`config.mk`:
```
export PLATFORM = sky130hd
export DESIGN_NAME = anim_seq_flat
export DESIGN_NICKNAME = d
export VERILOG_FILES = /design/src/rtl/anim_seq_if.sv /design/src/rtl/anim_seq.sv /design/src/flat_wrapper.sv
export SDC_FILE = /design/constraint.sdc
export NUM_CORES = 1
export LEC_CHECK = 0
export CORE_UTILIZATION = 46
export DETAILED_ROUTE_END_ITERATION = 8
export GPL_ROUTABILITY_DRIVEN = 0
export PLACE_DENSITY = 0.86
export RECOVER_POWER = 25
export SLEW_MARGIN = 20
export SYNTH_ARGS = -nofsm -noshare
export SYNTH_HDL_FRONTEND = slang
export SYNTH_SLANG_ARGS = --single-unit
```
`constraint.sdc`:
```
create_clock -name clk_pix -period 3.4 [get_ports clk_pix]
set_clock_uncertainty 0.05 [all_clocks]
set_input_delay 0.68 -clock clk_pix [delete_from_list [all_inputs] [get_ports clk_pix]]
set_output_delay 0.68 -clock clk_pix [all_outputs]
set_load 0.03 [all_outputs]
```
`src/rtl/anim_seq_if.sv`:
```
// Control and status bundle for the frame-animation sequencer.
// The master drives the vsync/control inputs and the slave drives the frame outputs.
interface anim_seq_if #(
    parameter int unsigned FRAME_W = 1,
    parameter int unsigned DIV_W   = 4
);
    logic               vsync;
    logic               enable;
    logic               restart;
    logic [1:0]         mode;
    logic [DIV_W-1:0]   div;
    logic [FRAME_W-1:0] frame;
    logic               frame_tick;
    logic               cycle_done;
    logic               busy;

    modport master (
        output vsync, enable, restart, mode, div,
        input  frame, frame_tick, cycle_done, busy
    );

    modport slave (
        input  vsync, enable, restart, mode, div,
        output frame, frame_tick, cycle_done, busy
    );
endinterface

```
`src/rtl/anim_seq.sv`:
```
// Vsync-paced animation frame sequencer.
// Supports loop, ping-pong and one-shot modes, with a programmable divider between vsync edges and frame steps.
module anim_seq #(
    parameter int unsigned N_FRAMES = 2,
    parameter int unsigned FRAME_W  = 1,
    parameter int unsigned DIV_W    = 4
) (
    input logic       clk_pix,
    input logic       rst,
    anim_seq_if.slave bus
);
    localparam logic [1:0] ST_FWD  = 2'd0;
    localparam logic [1:0] ST_BWD  = 2'd1;
    localparam logic [1:0] ST_HOLD = 2'd2;

    localparam logic [FRAME_W-1:0] LAST = FRAME_W'(N_FRAMES - 1);
    localparam logic [FRAME_W-1:0] ONE  = FRAME_W'(1);

    logic [1:0]         state_q, state_d;
    logic [FRAME_W-1:0] frame_q, frame_d, frame_nx;
    logic [DIV_W-1:0]   cnt_q, cnt_d, div_eff;
    logic               vsync_q;
    logic               tick_q, tick_d;
    logic               done_q, done_d;
    logic               rise, div_hit, step;

    always_comb begin
        rise     = bus.vsync & ~vsync_q;
        div_eff  = (bus.div == '0) ? DIV_W'(1) : bus.div;
        div_hit  = cnt_q >= (div_eff - DIV_W'(1));
        state_d  = state_q;
        frame_d  = frame_q;
        cnt_d    = cnt_q;
        frame_nx = frame_q;
        tick_d   = 1'b0;
        done_d   = 1'b0;
        step     = 1'b0;

        if (bus.restart) begin
            frame_d = '0;
            cnt_d   = '0;
            state_d = ST_FWD;
        end else if (bus.enable && rise && state_q != ST_HOLD) begin
            if (div_hit) begin
                cnt_d = '0;
                step  = 1'b1;
            end else begin
                cnt_d = cnt_q + DIV_W'(1);
            end
        end

        if (step) begin
            unique case (bus.mode)
                2'b01: begin
                    // Ping-pong also turns around at LAST if it got there via another mode.
                    if (frame_q == LAST || (state_q == ST_BWD && frame_q != '0)) begin
                        frame_nx = frame_q - ONE;
                        if (frame_nx == '0) begin
                            state_d = ST_FWD;
                            done_d  = 1'b1;
                        end else begin
                            state_d = ST_BWD;
                        end
                    end else begin
                        frame_nx = frame_q + ONE;
                        state_d  = (frame_nx == LAST) ? ST_BWD : ST_FWD;
                    end
                end
                2'b10: begin
                    if (frame_q != LAST) frame_nx = frame_q + ONE;
                    state_d = ST_FWD;
                    if (frame_nx == LAST) begin
                        state_d = ST_HOLD;
                        done_d  = 1'b1;
                    end
                end
                default: begin
                    frame_nx = (frame_q == LAST) ? '0 : frame_q + ONE;
                    state_d  = ST_FWD;
                    done_d   = (frame_q == LAST);
                end
            endcase
            frame_d = frame_nx;
            tick_d  = (frame_nx != frame_q);
        end
    end

    always_ff @(posedge clk_pix) begin
        if (rst) begin
            state_q <= ST_FWD;
            frame_q <= '0;
            cnt_q   <= '0;
            vsync_q <= 1'b0;
            tick_q  <= 1'b0;
            done_q  <= 1'b0;
        end else begin
            state_q <= state_d;
            frame_q <= frame_d;
            cnt_q   <= cnt_d;
            vsync_q <= bus.vsync;
            tick_q  <= tick_d;
            done_q  <= done_d;
        end
    end

    assign bus.frame      = frame_q;
    assign bus.frame_tick = tick_q;
    assign bus.cycle_done = done_q;
    assign bus.busy       = (state_q != ST_HOLD);
endmodule

```
`src/flat_wrapper.sv`:
```
// flat-port wrapper written by rule: the top's interface ports become plain ports
module anim_seq_flat 
#(
    parameter int unsigned N_FRAMES = 2,
    parameter int unsigned FRAME_W  = 1,
    parameter int unsigned DIV_W    = 4
)
  (clk_pix, rst, bus_vsync, bus_enable, bus_restart, bus_mode, bus_div, bus_frame, bus_frame_tick, bus_cycle_done, bus_busy);
  anim_seq_if #(.FRAME_W(FRAME_W), .DIV_W(DIV_W)) bus_i ();
  input logic clk_pix;
  input logic rst;
  input wire logic [$bits(bus_i.vsync)-1:0] bus_vsync;
  input wire logic [$bits(bus_i.enable)-1:0] bus_enable;
  input wire logic [$bits(bus_i.restart)-1:0] bus_restart;
  input wire logic [$bits(bus_i.mode)-1:0] bus_mode;
  input wire logic [$bits(bus_i.div)-1:0] bus_div;
  output wire logic [$bits(bus_i.frame)-1:0] bus_frame;
  output wire logic [$bits(bus_i.frame_tick)-1:0] bus_frame_tick;
  output wire logic [$bits(bus_i.cycle_done)-1:0] bus_cycle_done;
  output wire logic [$bits(bus_i.busy)-1:0] bus_busy;
  assign bus_i.vsync = bus_vsync;
  assign bus_i.enable = bus_enable;
  assign bus_i.restart = bus_restart;
  assign bus_i.mode = bus_mode;
  assign bus_i.div = bus_div;
  assign bus_frame = bus_i.frame;
  assign bus_frame_tick = bus_i.frame_tick;
  assign bus_cycle_done = bus_i.cycle_done;
  assign bus_busy = bus_i.busy;
  anim_seq #(.N_FRAMES(N_FRAMES), .FRAME_W(FRAME_W), .DIV_W(DIV_W)) u_core (.clk_pix(clk_pix), .rst(rst), .bus(bus_i));
endmodule
```
-- Word level (Yosys, flattened, before mapping)
Cells that the tools add are included.
- add/sub/neg operators: 4
- magnitude comparators: 1
- equal/unequal tests: 5
- muxes and demuxes: 25
- bitwise logic cells: 3
- reduce and logical (&&, ||, !) cells: 8
- operators by type and width (cell ; count):
    two-way mux 1 bit ; 16
    two-way mux 2 bit ; 4
    two-way mux 4 bit ; 2
    adder 4 x 1 -> 4 bit, second input constant ; 1
    equality test 2 x 1 -> 1 bit, second input constant ; 2
    greater-or-equal comparator 4 bit ; 1
    zero test 4 bit ; 1
    case mux 1 bit (2 select lines) ; 2
    case mux 2 bit (2 select lines) ; 1
    OR reduction 2 bit ; 2
    subtractor 4 x 1 -> 4 bit, second input constant ; 1
    logical AND 1 bit ; 3
    equality test 2 bit, second input constant ; 1
    inequality test 2 bit, second input constant ; 1
    inverter 1 bit ; 2
    nonzero test 2 bit ; 1
    adder 1 bit, second input constant ; 1
    bitwise AND 1 bit ; 1
    logical OR 1 bit ; 1
    inequality test 1 bit ; 1
    subtractor 1 bit, second input constant ; 1
- register bits after elaboration: 10
- input port bits: 11
- word-level logic and storage cells: 52

-- Depth between registers and ports, before layout
Gate-level depths: netlist of run 1.
- depth in word-level cells: 11
- depth in mapped cells: 10

-- Worst setup path before layout of run 1
OpenSTA, ideal clock, no wires.
- path type: input-to-reg
- start point: in bus_div[1]
- end point: reg u_core.cnt_q[3]
- data arrival time: 2.530 ns
- required time: 3.276 ns
- slack: 0.746 ns
- stages on the path: 8
- path buffers: 0
- cells stage by stage: nor3_1 nor2_1 ha_1 ha_1 a2111oi_4 nor2_2 or4_1 a31oi_1
- longest elaborated chain between the ends: 5
- ends and longest elaborated chain (item ; line ; RTL):
    from (decl) ; flat_wrapper.sv:16 ; input wire logic [$bits(bus_i.div)-1:0] bus_div;
    zero test 4 bit ; anim_seq.sv:29 ; div_eff = (bus.div == '0) ? DIV_W'(1) : bus.div;
    two-way mux 4 bit * ; anim_seq.sv:29 ;
    subtractor 4 x 1 -> 4 bit * ; anim_seq.sv:30 ; div_hit = cnt_q >= (div_eff - DIV_W'(1));
    greater-or-equal comparator 4 bit * ; anim_seq.sv:30 ;
    two-way mux 4 bit * ; anim_seq.sv:44 ; if (div_hit) begin
    to (signal assigned) ; anim_seq.sv:99 ; cnt_q <= cnt_d;
    to (decl) ; anim_seq.sv:21 ; logic [DIV_W-1:0] cnt_q, cnt_d, div_eff;
Every way passes the cells marked *; elsewhere a longest branch is shown, timed or not.
A chain may end at the register's enable or synchronous reset.

-- Worst setup path in the final report of run 1
Same ends and word-level chain as after synthesis.

==> impl_results.md, run 1 <==
- IO Pins: 15
- Synth Register Bits: 10
- Top cells by area, synth: dfxtp_1 32%, ha_1 18%, nand3_1 4.8%, a2111oi_4 4.4%, nor3_1 4.0%
- Cell Area, Synth: 623 µm²
- Die X: 38.8 µm
- Vias: 526
- Syn Area/Cell: 8.90 µm²
- Max cap viols: 0
- WL/cell: 11.0 µm
- Starting DRT DRC Count: 8
- Final Cycle Share: 86.7%
- HPWL Detailed: 874 µm
- Rel. slew slack: 64.0%
- Port-buffer cells: 14
- Clock Latency Late Sink: 270 ps
- First-pass GRT wire length: 1980 µm
- Drt total wl: 1110 µm
- GRT busiest layer: met2
- Diodes inserted: 0
- Global-route track usage on met2: 31.7%
- TritonCTS Buffers: 3
- Die Y: 38.8 µm
- DRC viols: 0
- Die ar.: 0.00151 mm²
- CP Launch Point: bus_div[1]
- Met1 global-route usage: 24.2%
- Synth area leader: dfxtp_1
- Period minus WS final: 2950 ps
- Nets@finish: 108
- F_max: 339 MHz
- RSZ-0062 raised after global routing: no
- Layout cells sized above 1: 11.5%
- DRT antenna net count: 0
- Clock tree buffer depth: 2
- Peak supply drop: 0.295 mV
- Area Growth Syn to Fin: 30.5%
- CP arrival: 3100 ps
- CP required: 3550 ps
- Setup crit end kind: flop
- CP Launch Type: primary input
- Worst hold-check path type: flop to flop
- Syn_nets: 90
- Clock-pin transition on the worst setup and hold timing paths: 70 ps
- Row Count: 12
- Post-CTS setup buffer count: 0
- CTS tree: built
- Count of pins over their slew limit: 0
- Footprint of the multi-input gates: 400 µm²
- Gate Count Post-Synth: 70
- Hold_sp: u_core.state_q[0]$_SDFFE_PP0P_
- Final setup viols: 0
- Worst r2r src: u_core.cnt_q[0]$_SDFFE_PP0P_
- Met3 Track Usage GR: 3.47%
- Power Density: 338 mW/mm²
- Core Area: 0.00119 mm²
- CP max FO: 3
- Final hold slack: 418 ps
- Worst slew pin tran: 536 ps
- Fillers: 99
- Synthesis Warnings: 0
- Initial antenna violation count: 0
- Synth top area share: 32.1%
- Root buffer cell: clkbuf_4
- CTS H-tree lvls: 1
- Leakage Power: 0.319 nW
- Largest net degree at the start of global routing: 11
- Register area share after synthesis: 32.1%
- GRT Overall Usage: 19.9%
- Initial DRT Pass Iterations: 4
- Final count of hold timing violations: 0
- CTS Hold Bufs: 0
- Total grt overflow: 0
- Vias in the first global route: 485
- Setup total negative slack: 0 ps
- Register area: 200 µm²
- Initial Util: 52.5%
- Clock sink count: 10
- Netlist cell types: 25
- Drt via density: 5.21
- Kind of critical path: primary input to flop
- Post-cts repair resize count: 0
- Status: completed
-- registers in the layout, summed over array words and instances (netlist names) --
register,flops
u_core.bus.cycle_done,1
u_core.bus.frame,1
u_core.bus.frame_tick,1
u_core.cnt_q,4
u_core.state_q,2
u_core.vsync_q,1
-- cell usage in the layout (no fill, tap or decap) --
cell type,instances
o21ai_0,1
nor2_1,6
nor2_2,1
a21oi_1,3
or2_2,2
nand4b_2,1
nand3_1,6
o21a_1,1
o31ai_1,2
xnor2_1,1
dfxtp_1,10
clkbuf_4,3
a211oi_1,2
nand2b_4,1
a31oi_1,1
or4_1,1
ha_1,9
nor3b_1,1
mux2i_1,1
nand2b_1,1
dlygate4sd3_1,3
inv_1,5
clkbuf_8,1
a2111oi_4,1
nand2_1,5
nor3_1,5
clkdlybuf4s50_1,11
nor2b_1,2
-- per-stage QoR --
step	worst slack (ps)	power [mW]	instances	area (µm²)	utilization, %
CTS	445	0.277	101	813	68.6
floorplan	746	0.150	70	623	-
global route	320	0.286	101	813	68.6
detailed placement	176	0.169	97	777	65.5
finish	452	0.275	101	813	68.6
global placement	253	0.167	97	777	65.5
-- critical path, cell delays in order --
cell and delay (ps):
clkdlybuf4s50_1 440, nor3_1 200, nor2_1 80, ha_1 280, ha_1 310, a2111oi_4 370, nor2_2 90, or4_1 500
a31oi_1 150
-- path summary, 6_finish.rpt --
path                            slack, ps                              to  cells after the start
worst min-delay path                  420  u_core.state_q[0]$_SDFFE_PP0P_                      2
worst max-delay path                  450    u_core.cnt_q[3]$_SDFFE_PP0P_                      9
worst max register to register       1250    u_core.cnt_q[3]$_SDFFE_PP0P_                      7
worst min register to register        420  u_core.state_q[0]$_SDFFE_PP0P_                      2
-- metal layers --
| metal | up-vias | part of all wire (%) |
|---|---|---|
| met5 | - | 0 |
| met4 | 0 | 1.1 |
| met3 | 2 | 4.9 |
| met2 | 15 | 49 |
| met1 | 225 | 45 |
| li1 | 284 | - |
-- cells in the mapped netlist --
cell type / instances
dfxtp_1: 10
ha_1: 9
nand3_1: 6
nor2_1: 6
inv_1: 5
nand2_1: 5
nor3_1: 5
a21oi_1: 3
a211oi_1: 2
nor2b_1: 2
o31ai_1: 2
or2_2: 2
a2111oi_4: 1
a31oi_1: 1
clkbuf_1: 1
mux2i_1: 1
nand2b_1: 1
nand2b_4: 1
nand4b_2: 1
nor2_2: 1
nor3b_1: 1
o21a_1: 1
o21ai_0: 1
or4_1: 1
xnor2_1: 1
-- cells by family (layout without fill, tap and decap cells) --
kind of cell | after synthesis | after routing | share of synthesized area (%)
simple gates | 32 | 32 | 28.5
compound gates | 11 | 11 | 14.7
flops | 10 | 10 | 32.1
fa+ha+maj | 9 | 9 | 18.1
buf+inv | 6 | 23 | 3.61
xor+xnor | 1 | 1 | 1.41
mux | 1 | 1 | 1.61
-- report_power, final --
| group | leakage [nW] | total, mW | internal (mW) | switching (mW) |
|---|---|---|---|---|
| sequential | 0.0809 | 0.119 | 0.118 | 0.000929 |
| clock | 0.0210 | 0.109 | 0.0651 | 0.0444 |
| combinational | 0.217 | 0.0465 | 0.0254 | 0.0211 |
-- final cells by class --
type	instances	area share [%]
Sequential cell	10	24.6
Multi-Input combinational cell	54	49.2
Inverter	5	2.31
Tap cell	14	2.15
Clock buffer	4	4.46
Timing Repair Buffer	14	17.2
Note: power is estimated with default switching activity, not from simulation.
==> run 2, diff against run 1 <==
--- a/config.mk
+++ b/config.mk
@@ -5,12 +5,14 @@
 export SDC_FILE = /design/constraint.sdc
 export NUM_CORES = 1
 export LEC_CHECK = 0
-export CORE_UTILIZATION = 46
+export CORE_AREA = 2 2 39 41
 export DETAILED_ROUTE_END_ITERATION = 8
+export DIE_AREA = 0 0 41 43
 export GPL_ROUTABILITY_DRIVEN = 0
-export PLACE_DENSITY = 0.86
+export GPL_TIMING_DRIVEN = 0
+export PLACE_DENSITY = 0.87
 export RECOVER_POWER = 25
-export SLEW_MARGIN = 20
+export SLEW_MARGIN = 5
 export SYNTH_ARGS = -nofsm -noshare
 export SYNTH_HDL_FRONTEND = slang
 export SYNTH_SLANG_ARGS = --single-unit
==> constraint.sdc (replaced) <==
create_clock -name clk_pix -period 3.72 [get_ports clk_pix]
set_clock_uncertainty 0.05 [all_clocks]
set_input_delay 0.744 -clock clk_pix [delete_from_list [all_inputs] [get_ports clk_pix]]
set_output_delay 0.744 -clock clk_pix [all_outputs]
set_load 0.03 [all_outputs]
==> run 2 against run 1 <==
Sequential share of layout area shrank 0.19 points. Wire length rose by 15%. First-iteration DRC count stayed put. Total power decreased by 8.4%. Flip-flop and latch count unchanged. Critical path type unchanged.
==> impl_results.md, run 2 (synthesized netlist as in run 1, its figures left out) <==
- Setup crit end kind: flop (unchanged)
- Vias: 556 (was 526)
- Sw frac: 24.1% (about the same)
- Initial Util: 45.0% (was 52.5%)
- Setup total negative slack: 0 ps (unchanged)
- Peak supply drop: 0.190 mV (was 0.295 mV)
- Max reg flops: 4 (unchanged)
- Leakage Power: 0.320 nW (was 0.319 nW)
- IO Pins: 15 (unchanged)
- Initial DRT Pass Iterations: 4 (unchanged)
- WL/cell: 12.2 µm (was 11.0 µm)
- HPWL Detailed: 960 µm (was 874 µm)
- RSZ-0062 raised after global routing: no (unchanged)
- Die X: 41 µm (was 38.8 µm)
- Clock sink count: 10 (unchanged)
- CTS Hold Bufs: 0 (unchanged)
- DP Worst Slack: 387 ps (was 176 ps)
- CP Launch Type: primary input (unchanged)
- Port-buffer cells: 14 (unchanged)
- FF-to-FF path depth: 7 (unchanged)
- DRC viols: 0 (unchanged)
- Logic gate share of total power: 17.4% (was 16.9%)
- Top Registers: u_core.cnt_q: 4 flops, u_core.state_q: 2 flops (unchanged)
- Die Y: 43 µm (was 38.8 µm)
- Worst r2r src: u_core.cnt_q[0]$_SDFFE_PP0P_ (unchanged)
- CP max FO: 3 (unchanged)
- Post-CTS setup buffer count: 0 (unchanged)
- Delay-heaviest family, CP: simple AND/OR/NAND/NOR gates (unchanged)
- Hold path depth: 2 (unchanged)
- CP required: 3870 ps (was 3550 ps)
- Nets@finish: 109 (was 108)
- CP arrival: 3180 ps (was 3100 ps)
- GRT Overall Usage: 17.6% (was 19.9%)
- Commonest non-fill, non-tap cell in the layout: clkdlybuf4s50_1 (unchanged)
- Layout cells sized above 1: 11.4% (was 11.5%)
- Period minus WS final: 3030 ps
- Fillers: 124 (was 99)
- Max cap viols: 0 (unchanged)
- Max stage delay on crit path: 500 ps (about the same)
- Vias in the first global route: 547 (was 485)
- Post-cts repair resize count: 0 (unchanged)
- Clock-pin transition on the worst setup and hold timing paths: 70 ps (about the same)
- Seq pwr share: 43.2% (was 43.3%)
- Drt via density: 5.35 (was 5.21)
- Clock Latency Late Sink: 270 ps (about the same)
- DRT antenna net count: 0 (unchanged)
- Final setup viols: 0 (unchanged)
- Status: completed (unchanged)
- Worst slew pin tran: 512 ps (was 536 ps)
- Power Density: 308 mW/mm² (was 338 mW/mm²)
- CP Cell Sequence: clkdlybuf4s50_1 > nor3_1 > nor2_1 > ha_1 > ha_1 > a2111oi_4 > nor2_2 > or4_1 > a31oi_1 (unchanged)
- CTS H-tree lvls: 1 (unchanged)
- Int Pwr: 0.191 mW (was 0.209 mW)
- Diodes inserted: 0 (unchanged)
- Top cell by count, worst path: ha_1 (unchanged)
- Largest register by flop count: u_core.cnt_q (unchanged)
- Worst r2r dst: u_core.cnt_q[3]$_SDFFE_PP0P_ (unchanged)
- Initial antenna violation count: 0 (unchanged)
- Kind of critical path: primary input to flop (unchanged)
- Starting DRT DRC Count: 8 (unchanged)
- Largest net degree at the start of global routing: 11 (unchanged)
- Total grt overflow: 0 (unchanged)
- Crit-path slowest cell: or4_1 (unchanged)
- Clock power frac: 39.4% (was 39.8%)
- Switching power: 0.0608 mW (was 0.0664 mW)
- Commonest non-fill, non-tap cells in the layout: 11 x clkdlybuf4s50_1, 10 x dfxtp_1, 9 x ha_1 (unchanged)
- Hold EP: u_core.state_q[0]$_SDFFE_PP0P_ (unchanged)
- Core Area: 0.00138 mm² (was 0.00119 mm²)
- CP bufs+invs: 1 (unchanged)
- Worst hold-check path type: flop to flop (unchanged)
- CTS tree: built (unchanged)
- Area Growth Syn to Fin: 31.5% (was 30.5%)
- Rel. slew slack: 65.6% (was 64.0%)
- Count of pins over their slew limit: 0 (unchanged)
- Root buffer cell: clkbuf_4 (unchanged)
- TritonCTS Buffers: 3 (unchanged)
- Reg2Reg Setup Slack: 1560 ps (was 1250 ps)
- Row Count: 14 (was 12)
- Drt total wl: 1270 µm (was 1110 µm)
- Final Cycle Share: 81.4%
- F_max: 330 MHz
- First-pass GRT wire length: 2130 µm (was 1980 µm)
- Die ar.: 0.00176 mm² (was 0.00151 mm²)
- Final count of hold timing violations: 0 (unchanged)
- Setup ws final: 691 ps (was 452 ps)
- Hold_sp: u_core.state_q[0]$_SDFFE_PP0P_ (unchanged)
- Clock tree buffer depth: 2 (unchanged)
run 2: worst max-delay path by stage:
| stage | from | end | slack [ps] | cells after the start |
|---|---|---|---|---|
| after global placement | bus_div[1] | u_core.cnt_q[3]$_SDFFE_PP0P_ | 470 | 9 |
| after CTS | bus_div[1] | u_core.cnt_q[3]$_SDFFE_PP0P_ | 660 | 9 |
| after global routing | bus_div[1] | u_core.cnt_q[3]$_SDFFE_PP0P_ | 540 | 11 |
| final | bus_div[1] | u_core.cnt_q[3]$_SDFFE_PP0P_ | 690 | 9 |
| after floorplan | bus_div[1] | u_core.cnt_q[3]$_SDFFE_PP0P_ | 1000 | 8 |
| after detailed placement | bus_div[1] | u_core.cnt_q[3]$_SDFFE_PP0P_ | 390 | 9 |
run 2: power by group through the flow:
stage          registers (mW)  clock network [mW]  logic [mW]
2_1_floorplan           0.112                   0      0.0257
3_3_place_gp            0.111                   0      0.0419
3_5_place_dp            0.111                   0      0.0442
4_1_cts                 0.109               0.101      0.0445
5_1_grt                 0.109               0.109      0.0484
6_report                0.109              0.0993      0.0438
run 2: through the flow:
stage	cells	utilization [%]	instance area [µm²]	hold slack, ps	total power, mW
final	104	59.2	820	442	0.252
after global routing	104	59.2	820	474	0.267
after CTS	104	59.2	820	442	0.255
after detailed placement	100	56.6	783	433	0.156
after global placement	100	56.6	783	400	0.153
after floorplan	70	-	623	386	0.137
run 2: worst min-delay path: stages, from the launching register on:
cell and delay (ps):
dfxtp_1 320, inv_1 50, o31ai_1 70
run 2: final cells by class:
cell class,instances,area [µm²],area share (%)
Buffer,1,3.75,0.458
Clock buffer,4,36.3,4.43
Inverter,5,18.8,2.29
Multi-Input combinational cell,54,400,48.9
Sequential cell,10,200,24.4
Tap cell,16,20.0,2.44
Timing Repair Buffer,14,140,17.1
run 2: routing by layer:
metal	global-route usage [%]	routed length, µm
met1	18.9	507
met2	29.7	666
met4	10.7	25
met3	3.14	70
met5	0	0
==> run 3, diff against run 2 <==
--- a/config.mk
+++ b/config.mk
@@ -5,12 +5,11 @@
 export SDC_FILE = /design/constraint.sdc
 export NUM_CORES = 1
 export LEC_CHECK = 0
-export CORE_AREA = 2 2 39 41
+export CORE_UTILIZATION = 42
 export DETAILED_ROUTE_END_ITERATION = 8
-export DIE_AREA = 0 0 41 43
 export GPL_ROUTABILITY_DRIVEN = 0
 export GPL_TIMING_DRIVEN = 0
-export PLACE_DENSITY = 0.87
+export PLACE_DENSITY = 0.83
 export RECOVER_POWER = 25
 export SLEW_MARGIN = 5
 export SYNTH_ARGS = -nofsm -noshare
==> constraint.sdc (replaced) <==
create_clock -name clk_pix -period 2.5 [get_ports clk_pix]
set_clock_uncertainty 0.05 [all_clocks]
set_input_delay 0.5 -clock clk_pix [delete_from_list [all_inputs] [get_ports clk_pix]]
set_output_delay 0.5 -clock clk_pix [all_outputs]
set_load 0.03 [all_outputs]
==> run 3 against run 2 <==
Wire length up 8.4%. Hold slack worse by 8.1 ps. Flip-flop and latch count unchanged. Highest routed layer unchanged. First-iteration DRC count up 75%. Clock power up 51%. Largest power group unchanged. Via count up 5.6%. Sequential share of layout area down 2.0 points. Cell count up 3.8%. Setup slack worse by 640 ps. Critical path type unchanged. Clock-buffer cell count unchanged. Combinational power up 98%.
==> impl_results.md, run 3 (synthesized netlist as in run 1, its figures left out) <==
- Status: completed (unchanged)
- Logic gate share of total power: 21.7% (was 17.4%)
- Initial Util: 46.7% (was 45.0%)
- Period minus WS final: 2450 ps
- Clock tree buffer depth: 2 (unchanged)
- Clock-pin transition on the worst setup and hold timing paths: 70 ps (about the same)
- Final setup viols: 0 (unchanged)
- Die Y: 40.5 µm (was 43 µm)
- Global-route track usage on met2: 34.9% (was 29.7%)
- Drt via density: 5.44 (was 5.35)
- Footprint of the multi-input gates: 453 µm² (was 400 µm²)
- Peak supply drop: 0.378 mV (was 0.190 mV)
- CP arrival: 2600 ps (was 3180 ps)
- Setup crit end kind: flop (unchanged)
- TritonCTS Buffers: 3 (unchanged)
- Die ar.: 0.00164 mm² (was 0.00176 mm²)
- DRT antenna net count: 0 (unchanged)
- Port-buffer cells: 14 (unchanged)
- DP Worst Slack: -629 ps (was 387 ps)
- Met1 global-route usage: 18.4% (was 18.9%)
- Final Cycle Share: 98.2%
- Nets@finish: 114 (was 109)
- FF-to-FF path depth: 7 (unchanged)
- Drt total wl: 1380 µm (was 1270 µm)
- Power Density: 445 mW/mm² (was 308 mW/mm²)
- GRT Overall Usage: 18.1% (was 17.6%)
- Largest register by flop count: u_core.cnt_q (unchanged)
- Worst r2r dst: u_core.cnt_q[3]$_SDFFE_PP0P_ (unchanged)
- CTS H-tree lvls: 1 (unchanged)
- IO Pins: 15 (unchanged)
- WL/cell: 12.8 µm (was 12.2 µm)
- Row Count: 13 (was 14)
- Max reg flops: 4 (unchanged)
- Layout cells sized above 1: 26.9% (was 11.4%)
- Hold_sp: u_core.state_q[0]$_SDFFE_PP0P_ (unchanged)
- Initial DRT Pass Iterations: 4 (unchanged)
- Die X: 40.5 µm (was 41 µm)
- Vias in the first global route: 494 (was 547)
- Hold path depth: 2 (unchanged)
- Top Registers: u_core.cnt_q: 4 flops, u_core.state_q: 2 flops (unchanged)
- Register area: 200 µm² (unchanged)
- CP required: 2640 ps (was 3870 ps)
- Worst r2r src: u_core.cnt_q[0]$_SDFFE_PP0P_ (unchanged)
- Commonest non-fill, non-tap cell in the layout: dfxtp_1 (was clkdlybuf4s50_1)
- Vias: 587 (was 556)
- F_max: 407 MHz
- Count of pins over their slew limit: 0 (unchanged)
- Layout Cells excl Fill: 108 (was 104)
- Worst slew pin tran: 426 ps (was 512 ps)
- Root buffer cell: clkbuf_4 (unchanged)
- Total grt overflow: 0 (unchanged)
- Crit-path slowest cell: or4_1 (unchanged)
- Max cap viols: 0 (unchanged)
- GRT busiest layer: met2 (unchanged)
- Seq pwr share: 40.7% (was 43.2%)
- Setup total negative slack: 0 ps (unchanged)
- CP max FO: 2 (was 3)
- Max stage delay on crit path: 500 ps (about the same)
- HPWL Detailed: 1010 µm (was 960 µm)
- Final count of hold timing violations: 0 (unchanged)
- Kind of critical path: primary input to flop (unchanged)
- CP Launch Type: primary input (unchanged)
- Worst hold-check path type: flop to flop (unchanged)
- Hold EP: u_core.state_q[0]$_SDFFE_PP0P_ (unchanged)
- Setup ws final: 45.8 ps (was 691 ps)
- Starting DRT DRC Count: 14 (was 8)
- Reg2Reg Setup Slack: 350 ps (was 1560 ps)
- Post-layout total power: 0.398 mW (was 0.252 mW)
- Commonest non-fill, non-tap cells in the layout: 10 x dfxtp_1, 7 x clkdlybuf4s50_1, 6 x nand3_1, 6 x ha_1, 6 x buf_4 (was 11 x clkdlybuf4s50_1, 10 x dfxtp_1, 9 x ha_1)
- Clock sink count: 10 (unchanged)
- CTS tree: built (unchanged)
- Core Area: 0.00133 mm² (was 0.00138 mm²)
- Met3 Track Usage GR: 3.33% (was 3.14%)
- Leakage Power: 0.354 nW (was 0.320 nW)
- Diodes inserted: 0 (unchanged)
- Clock power frac: 37.6% (was 39.4%)
- Largest net degree at the start of global routing: 11 (unchanged)
- Placed cells: 99 (was 100)
- CP Cell Sequence: dlygate4sd2_1 > nor2_1 > ha_2 > xnor2_2 > ha_1 > o21a_1 > nor2_4 > nor2_2 > or4_1 > a31oi_1 (was clkdlybuf4s50_1 > nor3_1 > nor2_1 > ha_1 > ha_1 > a2111oi_4 > nor2_2 > or4_1 > a31oi_1)
- CTS Hold Bufs: 0 (unchanged)
- Clock Latency Late Sink: 270 ps (about the same)
- DRC viols: 0 (unchanged)
- Sw frac: 25.2% (was 24.1%)
- Area Growth Syn to Fin: 43.6% (was 31.5%)
- Fillers: 126 (was 124)
- Initial antenna violation count: 0 (unchanged)
- Rel. slew slack: 71.6% (was 65.6%)
- Int Pwr: 0.298 mW (was 0.191 mW)
- Switching power: 0.100 mW (was 0.0608 mW)
- First-pass GRT wire length: 1910 µm (was 2130 µm)
-- run 3: cell count changes in the layout (fill, tap and decap cells not counted), moves of 2 or more --
| cell | before | now |
|---|---|---|
| nor3_1 | 5 | 3 |
| ha_1 | 9 | 6 |
| nor3_2 | 0 | 2 |
| clkdlybuf4s50_1 | 11 | 7 |
| buf_4 | 0 | 6 |
| clkbuf_2 | 0 | 2 |
| ha_4 | 0 | 2 |
-- run 3: cell type report --
class,count,area share (%)
tap,15,2.10
timing repair buffer,19,18.3
sequential,10,22.4
multi-input combinational,54,50.6
inverter,5,2.10
buffer,1,0.420
clock buffer,4,4.06
-- run 3: worst max-delay path by stage --
stage | start | endpoint | slack (ps) | cells past startpoint
finish | bus_div[0] | u_core.cnt_q[3]$_SDFFE_PP0P_ | 50 | 10
global route | bus_div[0] | u_core.cnt_q[3]$_SDFFE_PP0P_ | -30 | 10
CTS | bus_div[1] | u_core.cnt_q[3]$_SDFFE_PP0P_ | 40 | 9
detailed placement | bus_div[1] | u_core.cnt_q[3]$_SDFFE_PP0P_ | -630 | 9
global placement | bus_div[1] | u_core.cnt_q[3]$_SDFFE_PP0P_ | -510 | 9
floorplan | bus_div[1] | u_core.cnt_q[3]$_SDFFE_PP0P_ | 30 | 8
-- run 3: critical path: cells and delay by family --
kind / cells / cell delay [ps]
simple gates: 4 / 840
compound gates: 2 / 410
buf+inv: 1 / 240
fa+ha+maj: 2 / 520
xor+xnor: 1 / 70
-- run 3: per-stage QoR --
| stage | util, % | hold slack, ps | instance area [µm²] |
|---|---|---|---|
| final | 67.1 | 434 | 895 |
| after global routing | 67.1 | 442 | 895 |
| after CTS | 64.0 | 434 | 853 |
| after detailed placement | 58.6 | 418 | 782 |
| after global placement | 58.6 | 401 | 782 |
| after floorplan | - | 386 | 623 |
-- run 3: power by group through the flow --
stage               clock network [mW]  registers (mW)  logic [mW]
floorplan                            0           0.166      0.0382
global placement                     0           0.166      0.0625
detailed placement                   0           0.166      0.0656
CTS                              0.152           0.162      0.0739
global route                     0.162           0.162      0.0932
finish                           0.150           0.162      0.0866
-- run 3: timing repair --
item	4_1_cts	5_1_grt
pin swaps	8	12
gates resized for setup	8	12
setup buffers	2	3
endpoints found under the setup margin	7	6
cloned	0	0
-- run 3: per-layer routing --
layer,up-vias,routed length [µm],share of wire (%)
li1,293,-,-
met1,273,529,38
met2,19,787,57
met3,2,53,3.8
met4,0,6,0.44
met5,-,0,0
